===== src/rtl/mem_arb_pkg.sv =====
// Shared constants and types for the instruction/data memory port arbiter.
// Port indices select bits of the internal request/grant vectors.
package mem_arb_pkg;

   localparam int PORT_INST = 0;
   localparam int PORT_DATA = 1;

   localparam int BURST_W = 4;

   // Value replicated onto mem_addr / mem_wdata when nothing is granted
   localparam logic IDLE_ADDR_FILL  = 1'b0;
   localparam logic IDLE_WDATA_FILL = 1'b0;

   typedef struct packed {
      logic rd_inst;
      logic rd_data;
   } pend_t;

endpackage


===== src/rtl/mem_port_arbiter_if.sv =====
// Bundle of the fetch port, data port and shared-memory signals seen by the arbiter.
// Handshake: a requester holds req and its payload stable until gnt is seen high in the
// same cycle; gnt is the acceptance, reads return with rvalid exactly one cycle later.
interface mem_port_arbiter_if #(
   parameter int DATA_WIDTH = 32,
   parameter int ADDR_WIDTH = 7
);

   logic                  i_req;
   logic [ADDR_WIDTH-1:0] i_addr;
   logic                  i_gnt;
   logic                  i_rvalid;
   logic [DATA_WIDTH-1:0] i_rdata;

   logic                  d_req;
   logic                  d_we;
   logic [ADDR_WIDTH-1:0] d_addr;
   logic [DATA_WIDTH-1:0] d_wdata;
   logic                  d_gnt;
   logic                  d_rvalid;
   logic [DATA_WIDTH-1:0] d_rdata;

   logic                  mem_request;
   logic                  mem_we;
   logic [ADDR_WIDTH-1:0] mem_addr;
   logic [DATA_WIDTH-1:0] mem_wdata;
   logic [DATA_WIDTH-1:0] mem_rdata;

   // System side: the two requesters plus the memory's read data
   modport master (
      output i_req, i_addr, d_req, d_we, d_addr, d_wdata, mem_rdata,
      input  i_gnt, i_rvalid, i_rdata, d_gnt, d_rvalid, d_rdata,
      input  mem_request, mem_we, mem_addr, mem_wdata
   );

   modport slave (
      input  i_req, i_addr, d_req, d_we, d_addr, d_wdata, mem_rdata,
      output i_gnt, i_rvalid, i_rdata, d_gnt, d_rvalid, d_rdata,
      output mem_request, mem_we, mem_addr, mem_wdata
   );

endinterface


===== src/rtl/mem_arb_prio.sv =====
// Grant decision between fetch and data requests, with a burst counter that
// hands the memory to fetch after MAX_BURST consecutive data grants.
module mem_arb_prio
   import mem_arb_pkg::*;
#(
   parameter int MAX_BURST = 4
) (
   input  logic       clk,
   input  logic       rst_n,
   input  logic [1:0] i_req,
   output logic [1:0] o_gnt
);

   localparam logic [BURST_W-1:0] MAX_CNT = BURST_W'(MAX_BURST);

   logic [BURST_W-1:0] r_burst_cnt;
   logic               w_fetch_turn;
   logic               w_data_gnt;
   logic               w_inst_gnt;

   assign w_fetch_turn = i_req[PORT_INST] && (r_burst_cnt == MAX_CNT);
   assign w_data_gnt   = rst_n && i_req[PORT_DATA] && !w_fetch_turn;
   assign w_inst_gnt   = rst_n && i_req[PORT_INST] && !w_data_gnt;

   always_comb begin
      o_gnt            = '0;
      o_gnt[PORT_INST] = w_inst_gnt;
      o_gnt[PORT_DATA] = w_data_gnt;
   end

   // Counts only data grants that made a waiting fetch wait longer
   always_ff @(posedge clk) begin
      if (!rst_n) begin
         r_burst_cnt <= '0;
      end else if (!i_req[PORT_INST] || w_inst_gnt) begin
         r_burst_cnt <= '0;
      end else if (w_data_gnt && (r_burst_cnt != MAX_CNT)) begin
         r_burst_cnt <= r_burst_cnt + 1'b1;
      end
   end

endmodule


===== src/rtl/mem_port_arbiter.sv =====
// Shares one single-port synchronous memory between the fetch and data ports:
// steers the granted request to memory and routes read data back to its issuer.
module mem_port_arbiter
   import mem_arb_pkg::*;
#(
   parameter int DATA_WIDTH = 32,
   parameter int ADDR_WIDTH = 7,
   parameter int MAX_BURST  = 4
) (
   input logic               clk,
   input logic               rst_n,
   mem_port_arbiter_if.slave bus
);

   logic [1:0]            w_req;
   logic [1:0]            w_gnt;
   logic                  w_mem_we;
   logic [ADDR_WIDTH-1:0] w_mem_addr;
   logic [DATA_WIDTH-1:0] w_mem_wdata;

   pend_t                 r_pend;
   logic [DATA_WIDTH-1:0] r_hold_inst;
   logic [DATA_WIDTH-1:0] r_hold_data;

   always_comb begin
      w_req            = '0;
      w_req[PORT_INST] = bus.i_req;
      w_req[PORT_DATA] = bus.d_req;
   end

   mem_arb_prio #(
      .MAX_BURST(MAX_BURST)
   ) u_prio (
      .clk   (clk),
      .rst_n (rst_n),
      .i_req (w_req),
      .o_gnt (w_gnt)
   );

   always_comb begin
      w_mem_we    = 1'b0;
      w_mem_addr  = {ADDR_WIDTH{IDLE_ADDR_FILL}};
      w_mem_wdata = {DATA_WIDTH{IDLE_WDATA_FILL}};
      if (w_gnt[PORT_DATA]) begin
         w_mem_we    = bus.d_we;
         w_mem_addr  = bus.d_addr;
         w_mem_wdata = bus.d_wdata;
      end else if (w_gnt[PORT_INST]) begin
         w_mem_addr  = bus.i_addr;
      end
   end

   assign bus.i_gnt       = w_gnt[PORT_INST];
   assign bus.d_gnt       = w_gnt[PORT_DATA];
   assign bus.mem_request = w_gnt[PORT_INST] | w_gnt[PORT_DATA];
   assign bus.mem_we      = w_mem_we;
   assign bus.mem_addr    = w_mem_addr;
   assign bus.mem_wdata   = w_mem_wdata;

   // Gating with rst_n drops a response whose read was granted just before reset
   assign bus.i_rvalid = rst_n && r_pend.rd_inst;
   assign bus.d_rvalid = rst_n && r_pend.rd_data;
   assign bus.i_rdata  = !rst_n ? '0 : (r_pend.rd_inst ? bus.mem_rdata : r_hold_inst);
   assign bus.d_rdata  = !rst_n ? '0 : (r_pend.rd_data ? bus.mem_rdata : r_hold_data);

   always_ff @(posedge clk) begin
      if (!rst_n) begin
         r_pend      <= '0;
         r_hold_inst <= '0;
         r_hold_data <= '0;
      end else begin
         r_pend.rd_inst <= w_gnt[PORT_INST];
         r_pend.rd_data <= w_gnt[PORT_DATA] && !bus.d_we;
         if (r_pend.rd_inst) begin
            r_hold_inst <= bus.mem_rdata;
         end
         if (r_pend.rd_data) begin
            r_hold_data <= bus.mem_rdata;
         end
      end
   end

endmodule


===== src/flat_wrapper.sv =====
// flat-port wrapper written by rule: the top's interface ports become plain ports
module mem_port_arbiter_flat import mem_arb_pkg::*;
#(
   parameter int DATA_WIDTH = 32,
   parameter int ADDR_WIDTH = 7,
   parameter int MAX_BURST  = 4
)
  (clk, rst_n, bus_i_req, bus_i_addr, bus_d_req, bus_d_we, bus_d_addr, bus_d_wdata, bus_mem_rdata, bus_i_gnt, bus_i_rvalid, bus_i_rdata, bus_d_gnt, bus_d_rvalid, bus_d_rdata, bus_mem_request, bus_mem_we, bus_mem_addr, bus_mem_wdata);
  mem_port_arbiter_if #(.DATA_WIDTH(DATA_WIDTH), .ADDR_WIDTH(ADDR_WIDTH)) bus_i ();
  input logic clk;
  input logic rst_n;
  input wire logic [$bits(bus_i.i_req)-1:0] bus_i_req;
  input wire logic [$bits(bus_i.i_addr)-1:0] bus_i_addr;
  input wire logic [$bits(bus_i.d_req)-1:0] bus_d_req;
  input wire logic [$bits(bus_i.d_we)-1:0] bus_d_we;
  input wire logic [$bits(bus_i.d_addr)-1:0] bus_d_addr;
  input wire logic [$bits(bus_i.d_wdata)-1:0] bus_d_wdata;
  input wire logic [$bits(bus_i.mem_rdata)-1:0] bus_mem_rdata;
  output wire logic [$bits(bus_i.i_gnt)-1:0] bus_i_gnt;
  output wire logic [$bits(bus_i.i_rvalid)-1:0] bus_i_rvalid;
  output wire logic [$bits(bus_i.i_rdata)-1:0] bus_i_rdata;
  output wire logic [$bits(bus_i.d_gnt)-1:0] bus_d_gnt;
  output wire logic [$bits(bus_i.d_rvalid)-1:0] bus_d_rvalid;
  output wire logic [$bits(bus_i.d_rdata)-1:0] bus_d_rdata;
  output wire logic [$bits(bus_i.mem_request)-1:0] bus_mem_request;
  output wire logic [$bits(bus_i.mem_we)-1:0] bus_mem_we;
  output wire logic [$bits(bus_i.mem_addr)-1:0] bus_mem_addr;
  output wire logic [$bits(bus_i.mem_wdata)-1:0] bus_mem_wdata;
  assign bus_i.i_req = bus_i_req;
  assign bus_i.i_addr = bus_i_addr;
  assign bus_i.d_req = bus_d_req;
  assign bus_i.d_we = bus_d_we;
  assign bus_i.d_addr = bus_d_addr;
  assign bus_i.d_wdata = bus_d_wdata;
  assign bus_i.mem_rdata = bus_mem_rdata;
  assign bus_i_gnt = bus_i.i_gnt;
  assign bus_i_rvalid = bus_i.i_rvalid;
  assign bus_i_rdata = bus_i.i_rdata;
  assign bus_d_gnt = bus_i.d_gnt;
  assign bus_d_rvalid = bus_i.d_rvalid;
  assign bus_d_rdata = bus_i.d_rdata;
  assign bus_mem_request = bus_i.mem_request;
  assign bus_mem_we = bus_i.mem_we;
  assign bus_mem_addr = bus_i.mem_addr;
  assign bus_mem_wdata = bus_i.mem_wdata;
  mem_port_arbiter #(.DATA_WIDTH(DATA_WIDTH), .ADDR_WIDTH(ADDR_WIDTH), .MAX_BURST(MAX_BURST)) u_core (.clk(clk), .rst_n(rst_n), .bus(bus_i));
endmodule

===== config.mk =====
export PLATFORM = sky130hd
export DESIGN_NAME = mem_port_arbiter_flat
export DESIGN_NICKNAME = d
export VERILOG_FILES = /design/src/rtl/mem_arb_pkg.sv /design/src/rtl/mem_port_arbiter_if.sv /design/src/rtl/mem_arb_prio.sv /design/src/rtl/mem_port_arbiter.sv /design/src/flat_wrapper.sv
export SDC_FILE = /design/constraint.sdc
export NUM_CORES = 1
export LEC_CHECK = 0
export ABC_AREA = 1
export ABC_CLOCK_PERIOD_IN_PS = 2500
export BUFFER_PORTS_ARGS = -buffer_cell sky130_fd_sc_hd__buf_2
export CORE_ASPECT_RATIO = 1.5
export CORE_MARGIN = 4
export CORE_UTILIZATION = 45
export DETAILED_ROUTE_END_ITERATION = 16
export PLACE_DENSITY = 0.82
export SYNTH_ARGS = -nofsm -noshare
export SYNTH_HDL_FRONTEND = slang
export SYNTH_SLANG_ARGS = --single-unit

===== constraint.sdc =====
create_clock -name clk -period 2.5 [get_ports clk]
set_input_delay 0.5 -clock clk [delete_from_list [all_inputs] [get_ports clk]]
set_output_delay 0.5 -clock clk [all_outputs]
set_load 0.02 [all_outputs]

==> qor.csv, run 1 <==
metric,value,unit
Die Ht,105,um
Core ar.,0.00613,mm2
Cells after Synth,405,
first-pass GRT wire length,13900,um
Max Cap Viol,0,
CP max-delay cell,dfxtp_1,
synth top area cells,"dfxtp_1, nor2_1, o21ai_0",
CP endpoint kind,primary output,
clock root buffer master,clkbuf_8,
crit-path max cell delay,400,ps
VDD IR max,0.000336,V
Synth Warn #,0,
"flops & latches, synth",70,
critical path peak fanout,42,
most frequent cells in the layout,"buf_2, nor2_1, dfxtp_1, o21ai_0, inv_1",
max-slew violations,0,
DRC,0,
first-pass detailed-route iteration total,6,
Avg Synthesized Cell Area,7.01,um2
"Distinct cells, synth",19,
RD Place Congestion,0.884,
Vias/cell,4.77,
Hold Buf Count CTS,0,
Tot GR Track Use,0.228,
Final setup viols,0,
required time worst endpoint,2000,ps
CTS tree,built,
Initial Util,0.463,
Clock Latency Late Sink,340,ps
via count,3201,
pin count of the biggest net entering global routing,44,
"Cell Chain, Critical Path","inv_1, ha_1, nand4_4, nand2_8, nor2_1, buf_2",
post-synthesis sequential area ratio,0.494,
fin crit period,2300,ps
period utilization,0.919,
worst min-delay path class,primary input to flop,
# diodes,0,
status,completed,
final net count,677,
Worst path top cell family by delay,simple AND/OR/NAND/NOR gates,
CTS H-Tree Depth,3,
total CTS buffers,9,
worst slew pin tran,409,ps
Post-DP Area,0.00383,mm2
number of global-route vias before repair,3041,
Non-Filler Instances,671,
Worst slew margin,0.727,
Worst Path Buf+Inv,2,
Pleak,0.00239,uW
I/O Pins,192,
"commonest non-fill, non-tap cell in the layout",buf_2,
gr ovfl total,0,
Max Fclk,0.435,GHz
clk slew on worst S/H paths,70,ps
number of port buffers,191,
Synth top area share,0.494,
CTS Buffer Depth,2,
Critical Path AT,1800,ps
die area,0.00767,mm2
hpwl dp,6800,um
Placed Instances,655,
proportion of layout cells with a drive suffix above 1,0.363,
syn nets,490,
Power Dens Cells,634,mW/mm2
"Design Area, Final",0.00404,mm2
WHS,329,ps
clock skew,7.71,ps
row count,35,
die extent in x,72.8,um
antenna violations before repair,0,
WS Path Type,flop to primary output,
Routed Wire Length,8850,um
crit start category,flop,
final hold vios,0,
synthesized cell area,0.00284,mm2
drt wl/cell,13.2,um
DRT iter0 DRCs,227,
top cell type by total area after synthesis,dfxtp_1,
antenna-violating nets left,0,
Fin Setup TNS,0,ps
RSZ-0062 raised after global routing,no,
CTS Sinks,70,
CTS resizes,0,
post-CTS setup buffer count,0,
Layout area overhead,42.4,%
Filler Cell Count,558,
-- state kept, by name (all words and copies together) (netlist names) --
register and cells:
u_core.r_hold_data 32, u_core.u_prio.r_burst_cnt 4, u_core.r_pend 2, u_core.r_hold_inst 32
-- where the power goes --
group          total (uW)  internal [uW]  switching (uW)  leakage, uW
Clock                 908            468             440    0.0000895
Combinational         463            158             305      0.00173
Sequential           1190           1180            14.2     0.000574
Total                2560           1800             759      0.00239
-- path summary, 6_finish.rpt --
check	slack, ps	start	cells past startpoint	to
worst max-delay path	200	u_core.u_prio.r_burst_cnt[0]$_SDFFE_PP0P_	6	bus_mem_wdata[11]
worst min-delay path	330	bus_d_we	2	u_core.r_pend[0]$_SDFF_PN0_
worst max register to register	1160	u_core.u_prio.r_burst_cnt[0]$_SDFFE_PP0P_	6	u_core.r_pend[1]$_SDFF_PN0_
worst min register to register	480	u_core.u_prio.r_burst_cnt[0]$_SDFFE_PP0P_	1	u_core.u_prio.r_burst_cnt[0]$_SDFFE_PP0P_
-- kinds of logic (layout without fill, tap and decap cells) --
logic type      after synthesis  in the layout  synth area share
simple gates                200            200             0.282
flops                        70             70             0.494
xor+xnor                      1              1           0.00309
fa+ha+maj                     2              2           0.00882
buf+inv                      67            259            0.0979
compound gates               65             65             0.115
-- final cells by class --
class | instances | area [um2] | area share
sequential | 70 | 1400 | 0.347
multi-input combinational | 268 | 1170 | 0.289
timing repair buffer | 199 | 1020 | 0.251
inverter | 44 | 165 | 0.0409
clock buffer | 10 | 128 | 0.0316
tap | 74 | 92.6 | 0.0229
clock inverter | 6 | 70.1 | 0.0173
-- per-layer routing --
| layer | up-vias | routed length, um | global-route usage |
|---|---|---|---|
| met3 | 13 | 807 | 0.0487 |
| met1 | 1407 | 3530 | 0.268 |
| met5 | - | 0 | 0 |
| met2 | 154 | 4370 | 0.392 |
| met4 | 0 | 147 | 0.0910 |
| li1 | 1627 | - | - |
-- per-stage QoR --
stage,power (uW),setup WS [ps],util
after CTS,2570,76.8,0.658
after detailed placement,1680,445,0.625
after global routing,2670,56.6,0.659
after floorplan,1480,693,-
final,2560,203,0.659
after global placement,1670,471,0.625
-- Yosys cell counts --
cell type  number
buf_4           4
nand2_4         1
dfxtp_1        70
nor2_1        167
buf_2           2
nand2_1        13
nand3_1        17
inv_1          43
ha_1            2
buf_6           1
nand4_1         1
inv_2           1
a21oi_1         1
xnor2_1         1
clkbuf_1       15
clkbuf_2        1
nand4_4         1
o21ai_1         5
o21ai_0        59
(Power assumes the default switching activity.)
==> run 2, diff against run 1 <==
- RECOVER_POWER: default -> 50
==> run 2 against run 1 <==
  * Die area is the same
  * Clock-buffer cell count unchanged
  * Worst hold slack better by 0.93 ps
  * Cell count unchanged
  * Power down 0.26%
  * Fmax about the same
  * Sequential share of layout area is 0.22 points higher
  * Sequential power about the same
  * Critical path type unchanged
==> qor.csv, run 2 (synthesized netlist as in run 1, its figures left out) <==
metric,value,unit
fin crit period,2300,ps
clk slew on worst S/H paths,70,ps
worst slew pin tran,414,ps
status,completed,
CTS Buffer Depth,2,
Filler Cell Count,570,
hpwl dp,6800,um
period utilization,0.920,
total CTS buffers,9,
M3 GR Usage,0.0487,
Initial Util,0.463,
met2 GRT Util,0.392,
Die Ht,105,um
first-pass GRT wire length,13900,um
Power Dens Cells,636,mW/mm2
Pleak,0.00232,uW
CTS H-Tree Depth,3,
VDD IR max,0.000337,V
Tot GR Track Use,0.228,
final hold vios,0,
max-slew violations,0,
Non-Filler Instances,671,
Max Fclk,0.435,GHz
crit start category,flop,
grt met1 use,0.268,
CTS Sinks,70,
Clock Latency Late Sink,340,ps
required time worst endpoint,2000,ps
R2R Path End,u_core.r_pend[1]$_SDFF_PN0_,
antenna violations before repair,0,
critical path peak fanout,42,
pin count of the biggest net entering global routing,44,
worst reg2reg setup slack,1150,ps
WHS Path Cells,2,
gr busiest metal,met2,
via count,3196,
most frequent cells in the layout,"buf_2, nor2_1, dfxtp_1, o21ai_0, inv_1",
Fin Setup TNS,0,ps
number of global-route vias before repair,3041,
Routed Wire Length,8830,um
top flop regs,"u_core.r_hold_data x32, u_core.r_hold_inst x32, u_core.u_prio.r_burst_cnt x4",
Post-DP Area,0.00383,mm2
Layout area overhead,41.5,%
Hold Startpoint,bus_d_we,
"Design Area, Final",0.00402,mm2
die area,0.00767,mm2
clock root buffer master,clkbuf_8,
post-CTS setup buffer count,0,
Vias/cell,4.76,
Placed Instances,655,
RD Place Congestion,0.884,
RSZ-0062 raised after global routing,no,
Final setup viols,0,
die extent in x,72.8,um
Critical Path AT,1800,ps
Max Cap Viol,0,
Critical R2R Launch,u_core.u_prio.r_burst_cnt[0]$_SDFFE_PP0P_,
DRC,0,
first-pass detailed-route iteration total,4,
clock skew,7.29,ps
antenna-violating nets left,0,
Post-Place Setup Slack,445,ps
Worst Slack Setup Final,201,ps
worst min-delay path class,primary input to flop,
proportion of layout cells with a drive suffix above 1,0.333,
WS Path Type,flop to primary output,
hold path endpoint,u_core.r_pend[0]$_SDFF_PN0_,
DRT iter0 DRCs,178,
final net count,677,
worst reg2reg path depth,6,
row count,35,
# diodes,0,
Worst slew margin,0.724,
utilization after layout,0.655,
CP endpoint kind,primary output,
number of port buffers,191,
Core ar.,0.00613,mm2
"commonest non-fill, non-tap cell in the layout",buf_2,
CTS tree,built,
drt wl/cell,13.2,um
I/O Pins,192,
gr ovfl total,0,
==> run 2: cell types whose count changed in the layout (fill, tap and decap cells not counted) <==
| cell | change |
|---|---|
| clkbuf_2 | +1 |
| buf_4 | -1 |
| o21ai_1 | -1 |
| clkbuf_1 | +18 |
| o21ai_0 | +1 |
| buf_2 | -18 |
==> run 2: area by class of cell <==
class	instances	area, um2	share of cell area
clock inverters	6	70.1	0.0175
clock buffers	10	128	0.0318
repair buffers	199	991	0.247
flip-flops and latches	70	1400	0.349
multi-input cells	268	1170	0.291
inverters	44	165	0.0411
well taps	74	92.6	0.0231
==> run 2: timing repair <==
| action | 4_1_cts | 5_1_grt |
|---|---|---|
| hold buffers | 0 | 0 |
| resized for setup | 0 | 1 |
| setup endpoints to repair | 0 | 12 |
==> run 2: per-stage QoR <==
stage	power (uW)	hold slack [ps]
finish	2550	330
global route	2660	316
global placement	1670	452
detailed placement	1680	470
CTS	2570	313
floorplan	1480	441
==> run 2: report_power, final <==
| part | switching [uW] | total (uW) | leakage, uW | internal, uW |
|---|---|---|---|---|
| Combinational | 305 | 459 | 0.00165 | 153 |
| Sequential | 14.1 | 1190 | 0.000574 | 1180 |
| Clock | 438 | 906 | 0.0000895 | 468 |
| Total | 757 | 2550 | 0.00232 | 1800 |
==> run 2: how the worst max path moves through the flow <==
| stage | startpoint | endpoint |
|---|---|---|
| finish | u_core.u_prio.r_burst_cnt[0]$_SDFFE_PP0P_ | bus_mem_wdata[11] |
| floorplan | u_core.u_prio.r_burst_cnt[0]$_SDFFE_PP0P_ | bus_mem_wdata[10] |
| global placement | bus_i_req | bus_i_gnt |
| global route | u_core.u_prio.r_burst_cnt[0]$_SDFFE_PP0P_ | bus_i_gnt |
| CTS | u_core.u_prio.r_burst_cnt[0]$_SDFFE_PP0P_ | bus_i_gnt |
| detailed placement | rst_n | bus_mem_wdata[11] |
==> run 2: per-layer routing <==
layer | share of wire | wire length [um]
met1 | 0.40 | 3510
met2 | 0.49 | 4370
met3 | 0.091 | 804
met4 | 0.017 | 147
met5 | 0 | 0
==> run 2: critical path, stage by stage (launching register included) <==
cell and delay [ps]:
dfxtp_1 400, inv_1 60, ha_1 240, nand4_4 170, nand2_8 180, nor2_1 210
buf_2 200
==> run 3, diff against run 2 <==
- BUFFER_PORTS_ARGS: -buffer_cell sky130_fd_sc_hd__buf_2 -> -buffer_cell sky130_fd_sc_hd__clkbuf_2
- SETUP_SLACK_MARGIN: default -> 0.05
==> run 3 against run 2 <==
  * Clock-buffer cell count up 1
  * Non-clock buffer count is 2 lower
  * Core utilization is 0.53 points higher
==> qor.csv, run 3 (synthesized netlist as in run 1, its figures left out) <==
metric,value,unit
status,completed,
antenna-violating nets left,0,
final net count,675,
top flop regs,"u_core.r_hold_data x32, u_core.r_hold_inst x32, u_core.u_prio.r_burst_cnt x4",
Hold Buf Count CTS,0,
number of global-route vias before repair,2916,
most frequent cells in the layout,"clkbuf_2, nor2_1, dfxtp_1, o21ai_0, inv_1",
final hold vios,0,
RSZ-0062 raised after global routing,no,
pin count of the biggest net entering global routing,68,
first-pass GRT wire length,13500,um
crit start category,flop,
die area,0.00767,mm2
Worst slew margin,0.684,
Initial Util,0.463,
crit path from,u_core.r_pend[1]$_SDFF_PN0_,
VDD IR max,0.000289,V
period utilization,0.929,
CTS H-Tree Depth,3,
worst slew pin tran,474,ps
# diodes,0,
WHS Path Cells,2,
number of port buffers,191,
CP endpoint kind,primary output,
Critical Path AT,1820,ps
Worst Slack Setup Final,178,ps
clock root buffer master,clkbuf_8,
hpwl dp,6590,um
Post-Place Setup Slack,435,ps
Final setup viols,0,
RD Place Congestion,0.904,
Clock Latency Late Sink,340,ps
Filler Cell Count,579,
crit-path max cell delay,430,ps
Layout area overhead,42.6,%
antenna violations before repair,0,
Hold Startpoint,bus_d_we,
WS Path Type,flop to primary output,
die extent in x,72.8,um
clk slew on worst S/H paths,70,ps
total power,2650,uW
R2R Path End,u_core.r_hold_inst[29]$_DFF_P_,
cell mode on critical path,nor2_1,
Vias/cell,4.79,
Core ar.,0.00613,mm2
Tot GR Track Use,0.224,
Critical R2R Launch,u_core.r_pend[1]$_SDFF_PN0_,
WHS,336,ps
"commonest non-fill, non-tap cell in the layout",clkbuf_2,
required time worst endpoint,2000,ps
row count,35,
total CTS buffers,9,
DRT iter0 DRCs,242,
worst reg2reg setup slack,1130,ps
worst min-delay path class,primary input to flop,
"Cell Chain, Critical Path","inv_1, clkbuf_1, nor2_1, nor2_1, clkbuf_2",
Routed Wire Length,8620,um
drt wl/cell,12.9,um
max-slew violations,0,
first-pass detailed-route iteration total,4,
gr ovfl total,0,
Power Dens Cells,655,mW/mm2
I/O Pins,192,
CTS Sinks,70,
clock skew,7.91,ps
DRC,0,
via count,3198,
Max Cap Viol,0,
CP max-delay cell,clkbuf_1,
Post-DP Area,0.00384,mm2
CTS tree,built,
Die Ht,105,um
worst reg2reg path depth,4,
Max Fclk,0.431,GHz
fin crit period,2320,ps
Fin Setup TNS,0,ps
critical path peak fanout,11,
hold path endpoint,u_core.r_pend[0]$_SDFF_PN0_,
CTS Buffer Depth,2,
Pleak,0.00230,uW
"Design Area, Final",0.00405,mm2
proportion of layout cells with a drive suffix above 1,0.330,
[run 3: cell types whose count changed in the layout (fill, tap and decap cells not counted), sizes merged]
cell      previous run  this run
clkbuf              29       203
clkinv               0         2
clkinvlp             3         0
inv                 46        44
buf                180         5
bufinv               1         2
[run 3: layout make-up]
type / count / area, um2 / area share
well taps: 74 / 92.6 / 0.0229
flip-flops and latches: 70 / 1400 / 0.346
clock inverters: 4 / 70.1 / 0.0173
repair buffers: 197 / 1000 / 0.247
multi-input cells: 268 / 1170 / 0.288
clock buffers: 11 / 151 / 0.0374
inverters: 44 / 165 / 0.0408
[run 3: how the worst max path moves through the flow]
| stage | endpoint | slack (ps) | depth (start not counted) |
|---|---|---|---|
| detailed placement | bus_mem_wdata[11] | 440 | 6 |
| floorplan | bus_mem_wdata[10] | 690 | 6 |
| CTS | bus_i_gnt | 70 | 7 |
| global placement | bus_mem_wdata[11] | 450 | 6 |
| finish | bus_i_rdata[29] | 180 | 5 |
| global route | bus_i_rdata[29] | 40 | 5 |
[run 3: critical path, delay by kind of cell, from the launching register on]
kind | cells | cell delay [ps]
buf+inv | 3 | 900
flops | 1 | 310
simple gates | 2 | 270
[run 3: repair_timing]
action / 4_1_cts / 5_1_grt
endpoints found under the setup margin: 0 / 16
resized for setup: 0 / 1
setup buffers: 0 / 0
[run 3: report_power, final]
part | internal [uW] | switching (uW)
logic | 154 | 307
clock network | 607 | 395
registers | 1180 | 14.3
[run 3: stage by stage]
| step | std cells | util |
|---|---|---|
| 2_1_floorplan | 405 | - |
| 3_3_place_gp | 653 | 0.627 |
| 3_5_place_dp | 653 | 0.627 |
| 4_1_cts | 668 | 0.663 |
| 5_1_grt | 668 | 0.660 |
| 6_report | 668 | 0.660 |
[run 3: layer usage]
layer  share of wire  routed length (um)  global-route usage
met1            0.40                3460               0.265
met2            0.48                4170               0.385
met3           0.087                 752              0.0525
met4           0.027                 231              0.0831
met5               0                   0                   0
